## src/rtl/cbus_reset_sequencer.sv

```systemverilog
// cbus clock-group member reset/clock-enable sequencer with re-reset support.
// Optional status outputs are enabled by defining CBUS_RST_SEQ_STATUS_EN.
module cbus_reset_sequencer #(
    parameter int SYNC_STAGES    = 3,
    parameter int STRETCH_CYCLES = 16,
    parameter int GAP_CYCLES     = 2,
    parameter int CNT_W          = 8
) (
    input  logic       clock,
    input  logic       reset,
    input  logic       io_sw_reset_req,
    input  logic       io_ext_hold,
    output logic       io_out_reset,
    output logic       io_clock_en,
    output logic       io_sw_reset_ack,
    output logic [2:0] io_state
`ifdef CBUS_RST_SEQ_STATUS_EN
    ,
    output logic [7:0] io_reset_count,
    output logic       io_hold_seen
`endif
);

    typedef enum logic [1:0] {
        ASSERT = 2'd0,
        HOLD   = 2'd1,
        GATE   = 2'd2,
        RUN    = 2'd3
    } state_t;

    localparam logic [CNT_W-1:0] STRETCH_LD = CNT_W'(STRETCH_CYCLES - 1);
    localparam logic [CNT_W-1:0] GAP_LD     = CNT_W'(GAP_CYCLES - 1);

    state_t                 state, state_n;
    logic [CNT_W-1:0]       cnt, cnt_n;
    logic [SYNC_STAGES-1:0] sync;
    logic                   pending, pending_n;
    logic                   req_prev;
    logic                   sync_done;
    logic                   req_edge;
    logic                   restart;
    logic                   enter_run;

    assign sync_done = sync[SYNC_STAGES-1];
    assign req_edge  = io_sw_reset_req & ~req_prev;
    assign restart   = io_ext_hold | req_edge;

    always_comb begin
        state_n = state;
        cnt_n   = cnt;
        unique case (state)
            ASSERT: begin
                if (sync_done && !io_ext_hold) begin
                    state_n = HOLD;
                    cnt_n   = STRETCH_LD;
                end
            end
            HOLD: begin
                if (restart) begin
                    cnt_n = STRETCH_LD;
                end else if (cnt == '0) begin
                    state_n = GATE;
                    cnt_n   = GAP_LD;
                end else begin
                    cnt_n = cnt - 1'b1;
                end
            end
            GATE: begin
                if (restart) begin
                    state_n = HOLD;
                    cnt_n   = STRETCH_LD;
                end else if (cnt == '0) begin
                    state_n = RUN;
                end else begin
                    cnt_n = cnt - 1'b1;
                end
            end
            RUN: begin
                if (restart) begin
                    state_n = HOLD;
                    cnt_n   = STRETCH_LD;
                end
            end
            default: begin
                state_n = ASSERT;
                cnt_n   = '0;
            end
        endcase
    end

    // Ack and pending clear happen only on the edge that enters RUN.
    always_comb begin
        enter_run = (state_n == RUN) && (state != RUN);
        pending_n = pending;
        if (enter_run) begin
            pending_n = 1'b0;
        end else if (req_edge) begin
            pending_n = 1'b1;
        end
    end

    always_ff @(posedge clock or posedge reset) begin
        if (reset) begin
            state           <= ASSERT;
            cnt             <= '0;
            sync            <= '0;
            pending         <= 1'b0;
            req_prev        <= 1'b0;
            io_out_reset    <= 1'b1;
            io_clock_en     <= 1'b1;
            io_sw_reset_ack <= 1'b0;
            io_state        <= 3'd0;
        end else begin
            state           <= state_n;
            cnt             <= cnt_n;
            sync            <= {sync[SYNC_STAGES-2:0], 1'b1};
            pending         <= pending_n;
            req_prev        <= io_sw_reset_req;
            io_out_reset    <= (state_n != RUN);
            io_clock_en     <= (state_n != GATE);
            io_sw_reset_ack <= enter_run & pending;
            io_state        <= {1'b0, state_n};
        end
    end

`ifdef CBUS_RST_SEQ_STATUS_EN
    always_ff @(posedge clock or posedge reset) begin
        if (reset) begin
            io_reset_count <= 8'd0;
            io_hold_seen   <= 1'b0;
        end else begin
            if (enter_run && io_reset_count != 8'hff) begin
                io_reset_count <= io_reset_count + 8'd1;
            end
            if (state == RUN && io_ext_hold) begin
                io_hold_seen <= 1'b1;
            end
        end
    end
`endif

endmodule

```

## config.mk

```make
export PLATFORM = sky130hd
export DESIGN_NAME = cbus_reset_sequencer
export DESIGN_NICKNAME = d
export VERILOG_FILES = /design/src/rtl/cbus_reset_sequencer.sv
export SDC_FILE = /design/constraint.sdc
export NUM_CORES = 1
export LEC_CHECK = 0
export ABC_AREA = 1
export CAP_MARGIN = 20
export CORE_ASPECT_RATIO = 0.8
export CORE_UTILIZATION = 50
export CTS_CLUSTER_DIAMETER = 150
export DETAILED_ROUTE_END_ITERATION = 12
export PLACE_DENSITY = 0.78
export SETUP_SLACK_MARGIN = 0.5
export SLEW_MARGIN = 10
export SYNTH_ARGS = -nofsm -noshare
export SYNTH_HDL_FRONTEND = slang
export SYNTH_SLANG_ARGS = --single-unit
```

## constraint.sdc

```tcl
create_clock -name clock -period 1.4 [get_ports clock]
set_input_delay 0.21 -clock clock [delete_from_list [all_inputs] [get_ports clock]]
set_output_delay 0.21 -clock clock [all_outputs]
set_load 0.03 [all_outputs]
```

==> qor_table.md <==
| Item | This run | Unit |
|:---|:---|:---|
| Status | finished with violations | - |
| Violations in the final reports | setup timing | - |
| Count of standard-cell rows | 14 | - |
| Number of standard cells after synthesis | 123 | - |
| Simple-gate share of the synthesized area | 27.3 | % |
| Unrepaired setup endpoints after global routing | true | - |
| Wire length of the first global-routing pass | 4.93 | mm |
| Initial core utilization | 54.4 | % |
| Most crowded layer after global routing | met2 | - |
| Via density per instance | 5.58 | - |
| Global placement routability congestion | 0.892 | - |
| Leading cell types in the layout, fill and taps excluded | 33 x buf_4, 20 x nand2_1, 14 x dfrtp_1 | - |
| Buf/Inv on CP | 2 | - |
| Vias in the first global route | 1091 | - |
| Switching part of the total power | 44.8 | % |
| Sum Neg Setup Slack | -2.13 | ns |
| Net switching power figure | 1.68 | mW |
| Final design utilization | 87.3 | % |
| Post-Syn Area | 1050 | um^2 |
| Register bit count reported by yosys | 18 | - |
| Smallest hold slack | 0.233 | ns |
| Share of the cycle needed by the critical path after routing | 114 | % |
| CP endpoint kind | flip-flop | - |
| Area of the core | 1930 | um^2 |
| Cts-stage hold buffer count | 0 | - |
| Number of ports placed on the die boundary | 10 | - |
| Clock tree sinks | 18 | - |
| Dpl hpwl | 1.97 | mm |
| Data arrival at the endpoint of the critical path | 1.78 | ns |
| Post-synthesis share of cell area spent on xor and xnor gates | 2.51 | % |
| Reg2reg start | cnt[1] | - |
| Total DRC errors in the routed layout | 0 | - |
| Clock Latency Late Sink | 0.29 | ns |
| Endpoint of the most critical register-to-register path | pending | - |
| Maximum buffer depth of the clock tree | 2 | - |
| Antenna Diode Count | 0 | - |
| Global routing usage on met1 | 37.1 | % |
| Worst Hold Class | in2async | - |
| Net count of the finished layout | 185 | - |
| Slack of the worst reg-to-reg path | -0.20 | ns |
| Final number of setup-violating endpoints | 14 | - |
| Gr usage total | 30.8 | % |
| Length in cells of the worst reg-to-reg path | 11 | - |
| Synth Area in Adders | 9.55 | % |
| Reported max-cap violation count | 0 | - |
| Worst EP required | 1.59 | ns |
| Width of the die | 53.2 | um |
| Floorplan die height | 43.0 | um |
| Met2 usage in global routing | 52.5 | % |
| Synth Net Count | 135 | - |
| Root buffer cell | clkbuf_4 | - |
| Largest driver fanout on the critical path | 3 | - |
| Sequential fraction of the synthesis area | 43.2 | % |
| Time the final worst path needs with I/O delays and setup | 1.60 | ns |
| Worst setup slack after layout | -0.196 | ns |
| Grt met3 use | 7.53 | % |
| Initial antenna violation count | 0 | - |
| Number of DRC markers in iteration 0 | 32 | - |
| Total Routed Length | 3.31 | mm |
| Critical path type | reg2reg | - |
| Clock slew seen by the registers of the worst setup and hold paths | 0.10 | ns |
| Slowest stage cell on the critical path | dfrtp_1 | - |
| Worst clock skew | 0.00838 | ns |
| Sequential group share of total power | 21.7 | % |
| Main combinational cell family by area after synthesis | simple AND/OR/NAND/NOR gates | - |
| Peak supply drop | 1.43 | mV |
| Count of fill cells added during filler insertion | 87 | - |
| Delay of the slowest cell on the worst path | 0.41 | ns |
| Worst setup SP type | flip-flop | - |
| H-tree depth reported by CTS | 1 | - |
| Total gr overflow | 0 | - |
| CTS buffer count | 3 | - |
| Area added between synthesis and finish | 60.5 | % |
| Comb power frac | 69.9 | % |
| Power Dens Cells | 2220 | nW/um^2 |
| Via count | 1094 | - |
| Placed cell area | 1390 | um^2 |
| Warnings, synthesis | 0 | - |
| Final-report hold violation count | 0 | - |
| Maximum achievable frequency | 627 | MHz |
| Number of detailed-route iterations in the first pass | 4 | - |
| Internal Pwr Total | 2.06 | mW |
| Cell breakdown of the critical path | inv_2, ha_4, nand2_4, nor2_4, nand2_2, nand2_1, nor2_2, a21oi_4, nand4_2, nand2_1, inv_1 | - |
| Average size of a mapped cell | 8.52 | um^2 |
| Number of nets with antenna violations after routing | 0 | - |
| Mux cell area share after synthesis | 0 | % |
| Number of distinct library cell variants in the gate-level netlist after synthesis | 24 | - |
| Leak Pwr | 0.782 | nW |
| Die Area | 2290 | um^2 |
| Most frequent standard cell in the layout excluding fill and tap cells | buf_4 | - |
| Maximum number of pins on one net before global-route repair | 19 | - |
| Fraction of layout instances using a drive strength above 1 | 58.7 | % |
| Number of slew-limit violations in the final report | 0 | - |
| Final instance area | 1680 | um^2 |
| Share of total power in the clock network | 8.4 | % |
| Largest delay contributor family on the critical path | simple AND/OR/NAND/NOR gates | - |
| Detail-routed net length per standard cell | 16.9 | um |
| Compound-gate portion of the synthesized area | 9.55 | % |
| CTS tree | built | - |
| Crit path top cell by count | nand2_1 | - |
| Count of input and output buffers | 8 | - |
[stage by stage]
step | cells | power [mW] | setup slack, ns
2_1_floorplan | 123 | 1.82 | -0.124
3_3_place_gp | 183 | 2.50 | -0.240
3_5_place_dp | 183 | 2.58 | -0.322
4_1_cts | 193 | 3.34 | -0.117
5_1_grt | 196 | 3.92 | -0.270
6_report | 196 | 3.74 | -0.196
[cell type report]
class                           count  area [um^2]  area share [%]
Clock buffer                        4         36.3            2.16
Sequential cell                    18          455            27.1
Multi-Input combinational cell     86          698            41.5
Tap cell                           24         30.0            1.78
Timing Repair Buffer               46          390            23.2
Inverter                           18         72.6            4.31
[metal layers]
metal  part of all wire (%)  vias up
li1                       -      482
met1                     37      533
met2                     50       55
met3                    7.1       24
met4                    5.1        0
met5                      0        -
[cells in the mapped netlist, drive strengths merged]
cell type | n | area (um^2)
a21oi | 5 | 36.3
a22oi | 4 | 30.0
and3 | 1 | 6.26
buf | 1 | 7.51
conb | 2 | 7.51
dfrtp | 16 | 400
dfstp | 2 | 52.6
ha | 8 | 100
inv | 18 | 67.6
nand2 | 31 | 134
nand3 | 4 | 32.5
nand4 | 1 | 12.5
nor2 | 19 | 91.3
nor3 | 2 | 10.0
o211ai | 1 | 7.51
o21ai | 4 | 20.0
o22ai | 1 | 6.26
xnor2 | 3 | 26.3
[timing repair]
action,CTS,global route
buffers inserted,6,3
resized for setup,55,16
hold endpoints to repair,0,0
gates cloned,0,0
pin swaps,14,9
endpoints found under the setup margin,19,19
[logic make-up (layout without fill, tap and decap cells)]
kind of cell | count (synthesis) | count (layout)
other | 2 | 2
buffers and inverters | 19 | 68
XOR/XNOR | 3 | 3
AND/OR/NAND/NOR | 58 | 58
flip-flops | 18 | 18
adder cells (fa/ha/maj) | 8 | 8
AO/OA/AOI/OAI | 15 | 15
[registers in the layout, indices dropped and copies added (netlist names)]
name	flops
io_sw_reset_ack	1
pending	1
req_prev	1
cnt	8
io_out_reset	1
sync	3
io_clock_en	1
io_state	2
[worst register-to-register path, cell delays in order (launching register included)]
cell and delay (ns):
dfrtp_1 0.41, inv_2 0.09, ha_4 0.16, nand2_4 0.06
nor2_4 0.13, nand2_2 0.11, nand2_1 0.11, nor2_2 0.06
a21oi_4 0.16, nand4_2 0.10, nand2_1 0.07, inv_1 0.03
[power by group through the flow]
stage / Combinational, mW / Sequential (mW) / Clock (mW)
after floorplan: 0.903 / 0.913 / 0
after global placement: 1.71 / 0.792 / 0
after detailed placement: 1.78 / 0.800 / 0
after CTS: 2.21 / 0.804 / 0.331
after global routing: 2.75 / 0.823 / 0.344
final: 2.61 / 0.813 / 0.313
[how the worst max path moves through the flow]
stage	startpoint	to	slack, ns	cells past startpoint
final	cnt[1]	pending	-0.20	11
after global routing	cnt[1]	io_sw_reset_ack	-0.27	10
after CTS	cnt[1]	cnt[7]	-0.12	9
after detailed placement	io_sw_reset_req	cnt[7]	-0.32	9
after global placement	io_ext_hold	pending	-0.24	11
after floorplan	io_state[0]	pending	-0.12	11
Power figures use the tool's default switching activity.
